==> config.mk <==
export PLATFORM = sky130hd
export DESIGN_NAME = rv_fetch_bpred
export DESIGN_NICKNAME = d
export VERILOG_FILES = /design/src/rtl/rv_pkg.sv /design/src/rtl/rv_btb.sv /design/src/rtl/rv_fetch_bpred.sv
export SDC_FILE = /design/constraint.sdc
export NUM_CORES = 1
export LEC_CHECK = 0
export CAP_MARGIN = 10
export CORE_UTILIZATION = 60
export DETAILED_ROUTE_END_ITERATION = 10
export PLACE_DENSITY = 0.76
export SYNTH_ARGS = -nofsm -noshare
export SYNTH_HDL_FRONTEND = slang
export SYNTH_SLANG_ARGS = --single-unit
==> constraint.sdc <==
create_clock -name clk -period 5.7 [get_ports clk]
set_input_delay 0.855 -clock clk [delete_from_list [all_inputs] [get_ports clk]]
set_output_delay 0.855 -clock clk [all_outputs]
set_load 0.1 [all_outputs]
==> src/rtl/rv_pkg.sv <==
// rtl/rv_pkg.sv - shared core definitions: optype indices, fetch defaults, BTB entry layout
package rv_pkg;

    // Bit positions of the one-hot instruction-format vector used by decode.
    localparam int OPT_R     = 0;
    localparam int OPT_I     = 1;
    localparam int OPT_S     = 2;
    localparam int OPT_B     = 3;
    localparam int OPT_U     = 4;
    localparam int OPT_J_JAL = 5;
    localparam int OPT_NUM   = 6;

    // Default fetch configuration.
    localparam int          DEF_XLEN        = 32;
    localparam logic [31:0] DEF_START_ADDR  = 32'h0;
    localparam int          DEF_BTB_ENTRIES = 16;
    localparam int          DEF_BTB_IDX     = $clog2(DEF_BTB_ENTRIES);
    localparam int          DEF_BTB_TAG_W   = DEF_XLEN - DEF_BTB_IDX - 2;

    // One BTB entry for the default configuration.
    typedef struct packed {
        logic                     valid;
        logic                     jump;
        logic [1:0]               ctr;
        logic [DEF_BTB_TAG_W-1:0] tag;
        logic [DEF_XLEN-1:0]      target;
    } btb_entry_t;

    // Two-bit saturating direction counter step: 11 and 00 stick.
    function automatic logic [1:0] ctr_next(input logic [1:0] ctr, input logic taken);
        if (taken) begin
            return (ctr == 2'b11) ? 2'b11 : ctr + 2'd1;
        end
        return (ctr == 2'b00) ? 2'b00 : ctr - 2'd1;
    endfunction

endpackage

==> src/rtl/rv_btb.sv <==
// rtl/rv_btb.sv - direct-mapped branch target buffer with 2-bit direction counters
// Ports:
//   clk, rst                     clock, synchronous active-high reset
//   lookup_pc                    fetch PC to predict for (combinational lookup)
//   pred_taken, pred_target      prediction for lookup_pc (target or lookup_pc+4)
//   upd_valid/pc/taken/jump/target  resolved control insn from execute
module rv_btb
    import rv_pkg::*;
#(
    parameter int         XLEN        = DEF_XLEN,
    parameter int         BTB_ENTRIES = DEF_BTB_ENTRIES,
    parameter logic [1:0] CTR_INIT    = 2'b01
) (
    input  logic            clk,
    input  logic            rst,
    input  logic [XLEN-1:0] lookup_pc,
    output logic            pred_taken,
    output logic [XLEN-1:0] pred_target,
    input  logic            upd_valid,
    input  logic [XLEN-1:0] upd_pc,
    input  logic            upd_taken,
    input  logic            upd_jump,
    input  logic [XLEN-1:0] upd_target
);

    localparam int IDX   = $clog2(BTB_ENTRIES);
    localparam int TAG_W = XLEN - IDX - 2;

    logic [BTB_ENTRIES-1:0] valid_q;
    logic [BTB_ENTRIES-1:0] jump_q;
    logic [1:0]             ctr_q    [BTB_ENTRIES];
    logic [TAG_W-1:0]       tag_q    [BTB_ENTRIES];
    logic [XLEN-1:0]        target_q [BTB_ENTRIES];

    logic [IDX-1:0]   lk_idx, up_idx;
    logic [TAG_W-1:0] lk_tag, up_tag;
    logic             lk_hit, up_hit;

    // Instructions are word aligned, so the low two PC bits carry no information.
    logic unused_low_bits;
    assign unused_low_bits = ^{lookup_pc[1:0], upd_pc[1:0]};

    assign lk_idx = lookup_pc[IDX+1:2];
    assign lk_tag = lookup_pc[XLEN-1:IDX+2];
    assign up_idx = upd_pc[IDX+1:2];
    assign up_tag = upd_pc[XLEN-1:IDX+2];

    // Lookup reads the registered arrays, so a same-cycle update to the same
    // index is only visible from the next cycle on.
    assign lk_hit      = valid_q[lk_idx] && (tag_q[lk_idx] == lk_tag);
    assign pred_taken  = lk_hit && (jump_q[lk_idx] || ctr_q[lk_idx][1]);
    assign pred_target = pred_taken ? target_q[lk_idx] : lookup_pc + XLEN'(4);

    assign up_hit = valid_q[up_idx] && (tag_q[up_idx] == up_tag);

    always_ff @(posedge clk) begin
        if (rst) begin
            valid_q <= '0;
            for (int i = 0; i < BTB_ENTRIES; i++) begin
                ctr_q[i] <= CTR_INIT;
            end
        end else if (upd_valid) begin
            if (up_hit) begin
                ctr_q[up_idx]  <= ctr_next(ctr_q[up_idx], upd_taken);
                jump_q[up_idx] <= upd_jump;
                if (upd_taken) begin
                    target_q[up_idx] <= upd_target;
                end
            end else if (upd_taken) begin
                // Allocate (or evict an alias) starting weakly taken.
                valid_q[up_idx]  <= 1'b1;
                tag_q[up_idx]    <= up_tag;
                target_q[up_idx] <= upd_target;
                jump_q[up_idx]   <= upd_jump;
                ctr_q[up_idx]    <= 2'b10;
            end
        end
    end

endmodule

==> src/rtl/rv_fetch_bpred.sv <==
// rtl/rv_fetch_bpred.sv - fetch PC generator with BTB-predicted next PC
// Ports:
//   clk, rst                         clock, synchronous active-high reset
//   stall_i                          hold PC (hazard)
//   redirect_i, redirect_pc_i        mispredict correction from execute (wins over stall)
//   upd_valid_i .. upd_target_i      BTB training from execute
//   pc_o                             current fetch PC (imemory address)
//   pred_taken_o, pred_target_o      prediction carried down the pipe with pc_o
//   mispred_cnt_o                    free-running count of redirect cycles
module rv_fetch_bpred
    import rv_pkg::*;
#(
    parameter int              XLEN        = DEF_XLEN,
    parameter logic [XLEN-1:0] START_ADDR  = XLEN'(DEF_START_ADDR),
    parameter int              BTB_ENTRIES = DEF_BTB_ENTRIES,
    parameter logic [1:0]      CTR_INIT    = 2'b01
) (
    input  logic            clk,
    input  logic            rst,
    input  logic            stall_i,
    input  logic            redirect_i,
    input  logic [XLEN-1:0] redirect_pc_i,
    input  logic            upd_valid_i,
    input  logic [XLEN-1:0] upd_pc_i,
    input  logic            upd_taken_i,
    input  logic            upd_jump_i,
    input  logic [XLEN-1:0] upd_target_i,
    output logic [XLEN-1:0] pc_o,
    output logic            pred_taken_o,
    output logic [XLEN-1:0] pred_target_o,
    output logic [31:0]     mispred_cnt_o
);

    logic [XLEN-1:0] pc_q;
    logic [31:0]     cnt_q;

    rv_btb #(
        .XLEN        (XLEN),
        .BTB_ENTRIES (BTB_ENTRIES),
        .CTR_INIT    (CTR_INIT)
    ) u_btb (
        .clk         (clk),
        .rst         (rst),
        .lookup_pc   (pc_q),
        .pred_taken  (pred_taken_o),
        .pred_target (pred_target_o),
        .upd_valid   (upd_valid_i),
        .upd_pc      (upd_pc_i),
        .upd_taken   (upd_taken_i),
        .upd_jump    (upd_jump_i),
        .upd_target  (upd_target_i)
    );

    always_ff @(posedge clk) begin
        if (rst) begin
            pc_q  <= START_ADDR;
            cnt_q <= '0;
        end else begin
            if (redirect_i) begin
                pc_q <= redirect_pc_i;
            end else if (!stall_i) begin
                pc_q <= pred_target_o;
            end
            // Wraps naturally at 2^32.
            if (redirect_i) begin
                cnt_q <= cnt_q + 32'd1;
            end
        end
    end

    assign pc_o          = pc_q;
    assign mispred_cnt_o = cnt_q;

endmodule

==> summary.log, run 1 <==
INFO  die            core=75800um2
INFO  timing         fmaxAchievable=178MHz
INFO  yosys          yosys.area.top_type=sky130_fd_sc_hd__edfxtp_1
INFO  setup_path     cp_data_required_time=4850ps
INFO  yosys          proportion_of_netlist_area_held_by_the_largest_area_contributor=0.637
INFO  yosys          dominantRegCellSynth=sky130_fd_sc_hd__edfxtp_1
INFO  global_routing largest_net_degree_at_the_start_of_global_routing=69
INFO  die            initial_util=0.606
INFO  status         result_of_the_run=complete, no violations
INFO  clock_network  tritoncts=yes
INFO  yosys          synthesis.nets=2464
INFO  yosys          synthesis.area_per_instance=19.5um2
INFO  global_routing grt_pass1_vias=26500
INFO  placed_design  globalplace.congestion=0.879
INFO  die            die_y=279um
INFO  setup_path     cpLargestDelayFamily=simple AND/OR/NAND/NOR gates
INFO  clock_network  clk_root_buf=sky130_fd_sc_hd__clkbuf_16
INFO  worst_hold_path hold_class=reg -> reg
INFO  cells_and_area area_growth_syn_to_layout=16.4%
INFO  yosys          synth.area.top_cells=sky130_fd_sc_hd__edfxtp_1 (64%), sky130_fd_sc_hd__mux4_2 (20%), sky130_fd_sc_hd__dfxtp_1 (3.7%)
INFO  setup_path     crit_fanout=36
INFO  global_routing first_pass_grt_wire_length=179mm
INFO  cells_and_area finalNetCount=2726
INFO  drt            detail_route.vias_per_cell=6.98
INFO  timing         grt_setup_unrepaired=no
INFO  die            chipWidth=279um
INFO  yosys          synthSimpleGateAreaFrac=0.0377
INFO  timing         number_of_hold_violations_in_the_final_report=0
INFO  global_routing globalRouteOverflowTotal=0
INFO  setup_path     kind_of_critical_path=reg -> out
INFO  power          power.leakage=0.0171uW
INFO  timing         worst_clock_skew=41.1ps
INFO  setup_path     path_buf_inv=2
INFO  yosys          synth-edff-count=976
INFO  clock_network  clock_tree.buffer_depth=3
INFO  cells_and_area post_route_cells_drive_above_1_share=0.301
INFO  clock_network  cts_max_level=3
INFO  placed_design  port_buffers=197
INFO  cells_and_area stdcell_count=3693
INFO  drt            drt_pre_antenna_iters=5
INFO  setup_path     cp.arrival=4760ps
INFO  yosys          synth.top_cells.by_count=sky130_fd_sc_hd__edfxtp_1 (976), sky130_fd_sc_hd__mux4_2 (402), sky130_fd_sc_hd__nor2_1 (90)
INFO  drt            remaining_drc_errors=0
INFO  yosys          number_of_warning_messages_in_the_yosys_log=0
INFO  yosys          syn_std_cell_area=46000um2
INFO  cells_and_area multi_input_comb_area=14400um2
INFO  die            design.die.area=77700um2
INFO  clock_network  clock_latency=690ps
INFO  power          power_density=324nW/um2
INFO  yosys          synth.area.mux_share=0.223
INFO  timing         report.final.slew_viol_count=0
INFO  setup_path     critical_path.endpoint_type=output pin
INFO  setup_path     critical_path.slowest_cell=sky130_fd_sc_hd__dfxtp_4
INFO  yosys          synthesis.instances=2359
INFO  clock_network  numCtsBuffers=104
INFO  drt            initialDrtViolationCount=3471
INFO  timing         layout_setup_ws=88.3ps
INFO  power          total_power=17300uW
INFO  placed_design  dpl.cell_count=3492
INFO  cells_and_area filler_cell_count=4510
INFO  yosys          synth-xor-area-share=0.0204
INFO  cells_and_area sequential_area=31000um2
INFO  placed_design  detailedPlace.worstSlack=341ps
INFO  yosys          netlist-cell-type-count=62
INFO  setup_path     startpoint_type_of_the_worst_setup_path=register
INFO  global_routing antenna_found_initial=5
INFO  yosys          combinational_family_with_the_most_area_after_synthesis=multiplexers
INFO  setup_path     path_cells=mux4_2 > a22o_1 > a221oi_2 > xnor2_1 > or4_4 > nor4_4 > nand4b_4 > buf_12 > mux2_2 > buf_12
INFO  drt            postRouteWirelength=123mm
INFO  yosys          ys_async_sr_fraction=0
INFO  drt            num_vias=25800
INFO  job            cap_violations=0
INFO  global_routing globalRouteTotalUtil=0.323
INFO  power          vdd_ir_drop_max=0.000337V
INFO  yosys          area_fraction_in_compound_gates_after_synthesis=0.0255
INFO  timing         final.min_clock_period=5610ps
INFO  yosys          synth_sequential_area_ratio=0.674
INFO  setup_path     worst_path_largest_cell_delay=650ps
INFO  timing         worst_margin_slew=1170ps
INFO  placed_design  hpwl=73.7mm
INFO  die            floorplan.io_pins=200
INFO  yosys          yosys_register_bits=1060
INFO  clock_network  clk_transition_reported_paths=60ps
INFO  yosys          yosys.cell_count.top_type=sky130_fd_sc_hd__edfxtp_1
INFO  setup_path     worst_path_most_repeated_cell=sky130_fd_sc_hd__buf_12
INFO  timing         report.final.setup_viol=0
INFO  timing         setup-tns-final=0ps
INFO  clock_network  hold_buffers=0
INFO  drt            wirelength_per_cell=33.4um
INFO  yosys          synth_fa_ha_area_frac=0.000980
INFO  clock_network  cts_num_sinks=1060
INFO  timing         fin_crit_sh=0.985
INFO  timing         max_slew_margin=0.221
INFO  drt            drtAntennaViolNets=0
INFO  die            standard_cell_rows=101
## metrics by stage
step                 util  area, um2  hold WS [ps]
finish              0.706      53500           496
global route        0.705      53500           515
CTS                 0.705      53500           493
detailed placement  0.659      50000           484
global placement    0.659      50000           472
floorplan               -      46000           459
## worst paths after layout
check / endpoint / depth (start not counted) / from / slack [ps]
setup / recovery: pred_target_o[5] / 10 / register / 90
hold / removal: u_btb.valid_q[0]$_SDFFE_PP0P_ / 2 / u_btb.valid_q[0]$_SDFFE_PP0P_ / 500
setup reg to reg: pc_o[31]$_SDFFE_PP0N_ / 10 / register / 1430
hold reg to reg: u_btb.valid_q[0]$_SDFFE_PP0P_ / 2 / u_btb.valid_q[0]$_SDFFE_PP0P_ / 500
## area by class of cell
cell class,instances,share of cell area
sequential,1060,0.580
multi-input combinational,1112,0.269
timing repair buffer,316,0.0621
clock buffer,135,0.0520
tap,978,0.0229
clock inverter,61,0.0125
inverter,27,0.00192
antenna,4,0.000187
## worst min-delay path, stage by stage (launching register included)
cell and delay [ps]:
sky130_fd_sc_hd__dfxtp_1 330, sky130_fd_sc_hd__inv_1 50, sky130_fd_sc_hd__o22ai_1 70
## layer usage
| metal | global-route usage | wire [um] | part of all wire | vias to the layer above |
|---|---|---|---|---|
| li1 | - | - | - | 10300 |
| met5 | 0 | 25 | 0.00020 | - |
| met3 | 0.0769 | 13600 | 0.11 | 287 |
| met4 | 0.111 | 4430 | 0.036 | 4 |
| met2 | 0.523 | 60300 | 0.49 | 1754 |
| met1 | 0.436 | 45000 | 0.36 | 13400 |
## sequential cells by signal, summed over array words and instances (netlist names), named ones only
register and cells:
u_btb.valid_q 16, u_btb.ctr_q 32, u_btb.tag_q 416, u_btb.jump_q 16
mispred_cnt_o 32, u_btb.target_q 512, pc_o 32
## kinds of logic (layout without fill, tap and decap cells)
logic type                 after synthesis  count (layout)
and+or+nand+nor                        336             336
other                                    0               4
AOI/OAI and AO/OA                      159             159
DFF                                   1060            1060
adders and majority gates                4               4
muxes                                  506             506
xor gates and xnor gates               107             107
buffers and inverters                  187             539
## report_power, final
part           switching [uW]  leakage, uW  internal [uW]
clock network            2960      0.00168           3960
logic                     991      0.00599            735
registers                 102      0.00947           8560
total                    4050       0.0171          13300
## cells in the final DEF, fill, tap and decap left out, drive strengths merged, types with 6 or more instances in the layout
cell / Yosys / layout
or3: 11 / 11
nor2b: 17 / 17
xor2: 36 / 36
a22o: 33 / 33
nand2: 68 / 68
a21o: 30 / 30
mux2: 35 / 35
nor3: 23 / 23
dfxtp: 84 / 84
mux4: 402 / 402
edfxtp: 976 / 976
inv: 27 / 28
and3: 13 / 13
nor2: 90 / 90
nand2b: 10 / 10
a21oi: 16 / 16
a31oi: 8 / 8
nand4: 22 / 22
clkbuf: 78 / 136
buf: 82 / 156
clkinv: 0 / 48
bufinv: 0 / 11
or2: 27 / 27
a221oi: 7 / 7
o22ai: 21 / 21
o21ai: 11 / 11
mux2i: 69 / 69
nor4: 9 / 9
nand3: 30 / 30
clkdlybuf4s50: 0 / 159
a22oi: 12 / 12
xnor2: 71 / 71
a211oi: 6 / 6
## repair_timing
item | 4_1_cts | 5_1_grt
buffers inserted | 1 | 0
pin swaps | 0 | 0
resized for setup | 1 | 2
setup endpoints to repair | 7 | 32
endpoints found under the hold margin | 0 | 0
(Power assumes the default switching activity.)
==> inputs of run 2 (changes only) <==
--- a/config.mk
+++ b/config.mk
@@ -9,6 +9,7 @@
 export CORE_UTILIZATION = 60
 export DETAILED_ROUTE_END_ITERATION = 10
 export PLACE_DENSITY = 0.76
+export RECOVER_POWER = 50
 export SYNTH_ARGS = -nofsm -noshare
 export SYNTH_HDL_FRONTEND = slang
 export SYNTH_SLANG_ARGS = --single-unit
==> run 2 against run 1 <==
Net effect: the flow now finishes with violations (max-capacitance violations, max-slew violations); highest routed layer unchanged; clock-buffer cell count unchanged; sequential share of layout area rose by 0.050 points; first-iteration DRC count is 2.2% higher; clock power about the same; core utilization shrank 0.061 points; largest power group unchanged; via count grew 0.62%; critical path depth unchanged; setup slack lost 14 ps.
==> summary.log, run 2 (same netlist as run 1, synthesis figures left out) <==
INFO  power          clockPowerShare=0.400 [about the same]
INFO  setup_path     cp_data_required_time=4850ps [about the same]
INFO  cells_and_area most-common-layout-cells=sky130_fd_sc_hd__edfxtp_1 (976), sky130_fd_sc_hd__mux4_2 (402), sky130_fd_sc_hd__clkbuf_16 (106)
INFO  power          power_density=324nW/um2 [about the same]
INFO  power          seqPwrFrac=0.501 [about the same]
INFO  power          total_power=17300uW [about the same]
INFO  timing         worst_clock_skew=37.0ps [-4.14 ps]
INFO  placed_design  globalplace.congestion=0.879 [unchanged]
INFO  global_routing first_pass_grt_wire_length=179mm [unchanged]
INFO  clock_network  hold_buffers=0 [unchanged]
INFO  global_routing antenna_found_initial=14 [+9]
INFO  setup_path     startpoint_type_of_the_worst_setup_path=register
INFO  cells_and_area sequential_area=31000um2 [unchanged]
INFO  global_routing globalRouteTotalUtil=0.323 [unchanged]
INFO  cells_and_area final_common_cell=sky130_fd_sc_hd__edfxtp_1
INFO  power          cellInternalPower=13200uW [about the same]
INFO  power          vdd_ir_drop_max=0.000337V [+0.11%]
INFO  power          power_switching=4050uW [about the same]
INFO  timing         number_of_hold_violations_in_the_final_report=0 [unchanged]
INFO  worst_hold_path hold_path_startpoint=u_btb.valid_q[0]$_SDFFE_PP0P_
INFO  drt            drtAntennaViolNets=0 [unchanged]
INFO  placed_design  port_buffers=197 [unchanged]
INFO  timing         fin_crit_sh=0.987 [+0.00240]
INFO  die            die_y=279um [unchanged]
INFO  timing         report.final.setup_viol=0 [unchanged]
INFO  power          p_comb_frac=0.099 [about the same]
INFO  clock_network  numCtsBuffers=104 [unchanged]
INFO  global_routing groute.layer.met1.usage=0.436 [unchanged]
INFO  drt            wirelength_per_cell=33.4um [about the same]
INFO  power          power.leakage=0.0172uW [+0.40%]
INFO  setup_path     r2r_setup_slack=1410ps [-20 ps]
INFO  clock_network  tritoncts=yes
INFO  drt            detail_route.vias_per_cell=7.01 [+0.51%]
INFO  cells_and_area largest_reg_flops=512 [unchanged]
INFO  cells_and_area finalNetCount=2726 [unchanged]
INFO  clock_network  cts_num_sinks=1060 [unchanged]
INFO  timing         setup-tns-final=0ps [unchanged]
INFO  setup_path     reg2reg_depth=10 [unchanged]
INFO  setup_path     crit_fanout=36 [unchanged]
INFO  placed_design  hpwl=73.7mm [unchanged]
INFO  drt            num_vias=25900 [+0.62%]
INFO  global_routing largest_net_degree_at_the_start_of_global_routing=69 [unchanged]
INFO  global_routing global_route.usage.met2=0.523 [unchanged]
INFO  timing         report.final.slew_viol_count=48 [+48]
INFO  clock_network  clk_root_buf=sky130_fd_sc_hd__clkbuf_16
INFO  setup_path     regToRegEndpoint=pc_o[31]$_SDFFE_PP0N_
INFO  timing         max_slew_margin=-0.252 [-0.473]
INFO  cells_and_area largest_register_by_flop_count=u_btb.target_q
INFO  timing         worst_margin_slew=1870ps [+705 ps]
INFO  setup_path     cp.arrival=4770ps [about the same]
INFO  die            chipWidth=279um [unchanged]
INFO  clock_network  clock_tree.buffer_depth=3 [unchanged]
INFO  die            standard_cell_rows=101 [unchanged]
INFO  timing         fin_hold_ws=495ps [-1.30 ps]
INFO  cells_and_area registers_with_the_most_flip_flops=u_btb.target_q x512, u_btb.tag_q x416
INFO  global_routing use_met3=0.0769 [unchanged]
INFO  power          netSwitchingFraction=0.234 [about the same]
INFO  drt            initialDrtViolationCount=3546 [+2.2%]
INFO  worst_hold_path hold_class=reg -> reg
INFO  cells_and_area area_growth_syn_to_layout=16.2% [about the same]
INFO  clock_network  cts_max_level=3 [unchanged]
INFO  global_routing grt-busiest-layer=met2
INFO  die            core=75800um2 [unchanged]
INFO  drt            drt_pre_antenna_iters=5 [unchanged]
INFO  die            design.die.area=77700um2 [unchanged]
INFO  worst_hold_path worst_hold_path.endpoint=u_btb.valid_q[0]$_SDFFE_PP0P_
INFO  job            cap_violations=3 [+3]
INFO  die            initial_util=0.606 [unchanged]
INFO  worst_hold_path timing.hold.worst_path_depth=2 [unchanged]
INFO  timing         fmaxAchievable=178MHz [-0.24%]
INFO  timing         grt_setup_unrepaired=no
INFO  cells_and_area multi_input_comb_area=14400um2 [-0.21%]
INFO  die            floorplan.io_pins=200 [unchanged]
INFO  status         result_of_the_run=finished with violations
INFO  drt            postRouteWirelength=123mm [about the same]
INFO  cells_and_area post_route_cells_drive_above_1_share=0.298 [-0.00295]
INFO  status         failed_checks=max-capacitance violations, max-slew violations
INFO  global_routing grt_pass1_vias=26500 [unchanged]
INFO  clock_network  clock_latency=690ps [about the same]
INFO  clock_network  clk_transition_reported_paths=60ps [about the same]
INFO  cells_and_area filler_cell_count=4509 [-0.022%]
INFO  global_routing globalRouteOverflowTotal=0 [unchanged]
INFO  timing         final.min_clock_period=5630ps [+13.7 ps]
INFO  setup_path     kind_of_critical_path=reg -> out
INFO  drt            remaining_drc_errors=0 [unchanged]
INFO  setup_path     critical_path.endpoint_type=output pin
-- run 2: cell count changes in the layout (fill, tap and decap cells not counted), sizes merged --
cell | previous run | this run
diode | 4 | 8
clkdlybuf4s50 | 159 | 77
buf | 156 | 151
dlygate4sd3 | 0 | 82
clkbuf | 136 | 141
-- run 2: critical path, stage by stage, from the launching register on --
cell                       delay, ps
sky130_fd_sc_hd__dfxtp_4         640
sky130_fd_sc_hd__mux4_2          560
sky130_fd_sc_hd__a22o_1          250
sky130_fd_sc_hd__a221oi_2        490
sky130_fd_sc_hd__xnor2_1         210
sky130_fd_sc_hd__or4_4           460
sky130_fd_sc_hd__nor4_4          410
sky130_fd_sc_hd__nand4b_4        160
sky130_fd_sc_hd__buf_12          210
sky130_fd_sc_hd__mux2_2          410
sky130_fd_sc_hd__buf_12          200
-- run 2: metrics by stage --
step / cell area (um2) / worst slack, ps / utilization / std cells
final: 53400 / 74.6 / 0.705 / 3697
after global routing: 53400 / 50.6 / 0.705 / 3692
after CTS: 53500 / 110 / 0.705 / 3689
after detailed placement: 50000 / 341 / 0.659 / 3492
after global placement: 50000 / 351 / 0.659 / 3492
after floorplan: 46000 / 361 / - / 2359
-- run 2: repair_timing --
action,4_1_cts,5_1_grt
endpoints found under the setup margin,7,32
resized for setup,1,2
buffers inserted,1,0
endpoints found under the hold margin,0,0
-- run 2: worst max path at each step --
stage,to,depth (start not counted),start
floorplan,pred_target_o[2],10,pc_o[3]$_SDFFE_PP0N_
global placement,u_btb.tag_q[5][12]$_DFFE_PP_,14,upd_pc_i[2]
detailed placement,u_btb.tag_q[5][7]$_DFFE_PP_,14,upd_pc_i[2]
CTS,pred_target_o[5],10,register
global route,pred_target_o[5],12,register
finish,pred_target_o[5],10,register
-- run 2: final cells by class --
class / count / area share
sequential: 1060 / 0.580
multi-input combinational: 1112 / 0.268
timing repair buffer: 316 / 0.0617
clock buffer: 135 / 0.0520
tap: 978 / 0.0229
clock inverter: 61 / 0.0125
inverter: 27 / 0.00192
antenna: 8 / 0.000375
-- run 2: power by group through the flow --
stage	clock, uW	sequential, uW	combinational (uW)
2_1_floorplan	0	8870	1010
3_3_place_gp	0	8820	1670
3_5_place_dp	0	8820	1700
4_1_cts	6980	8660	1720
5_1_grt	7250	8660	1790
6_report	6920	8660	1710
-- run 2: per-layer routing --
| layer | vias up | share of wire |
|---|---|---|
| li1 | 10300 | - |
| met1 | 13500 | 0.37 |
| met2 | 1783 | 0.49 |
| met3 | 301 | 0.11 |
| met4 | 6 | 0.036 |
| met5 | - | 0.00028 |
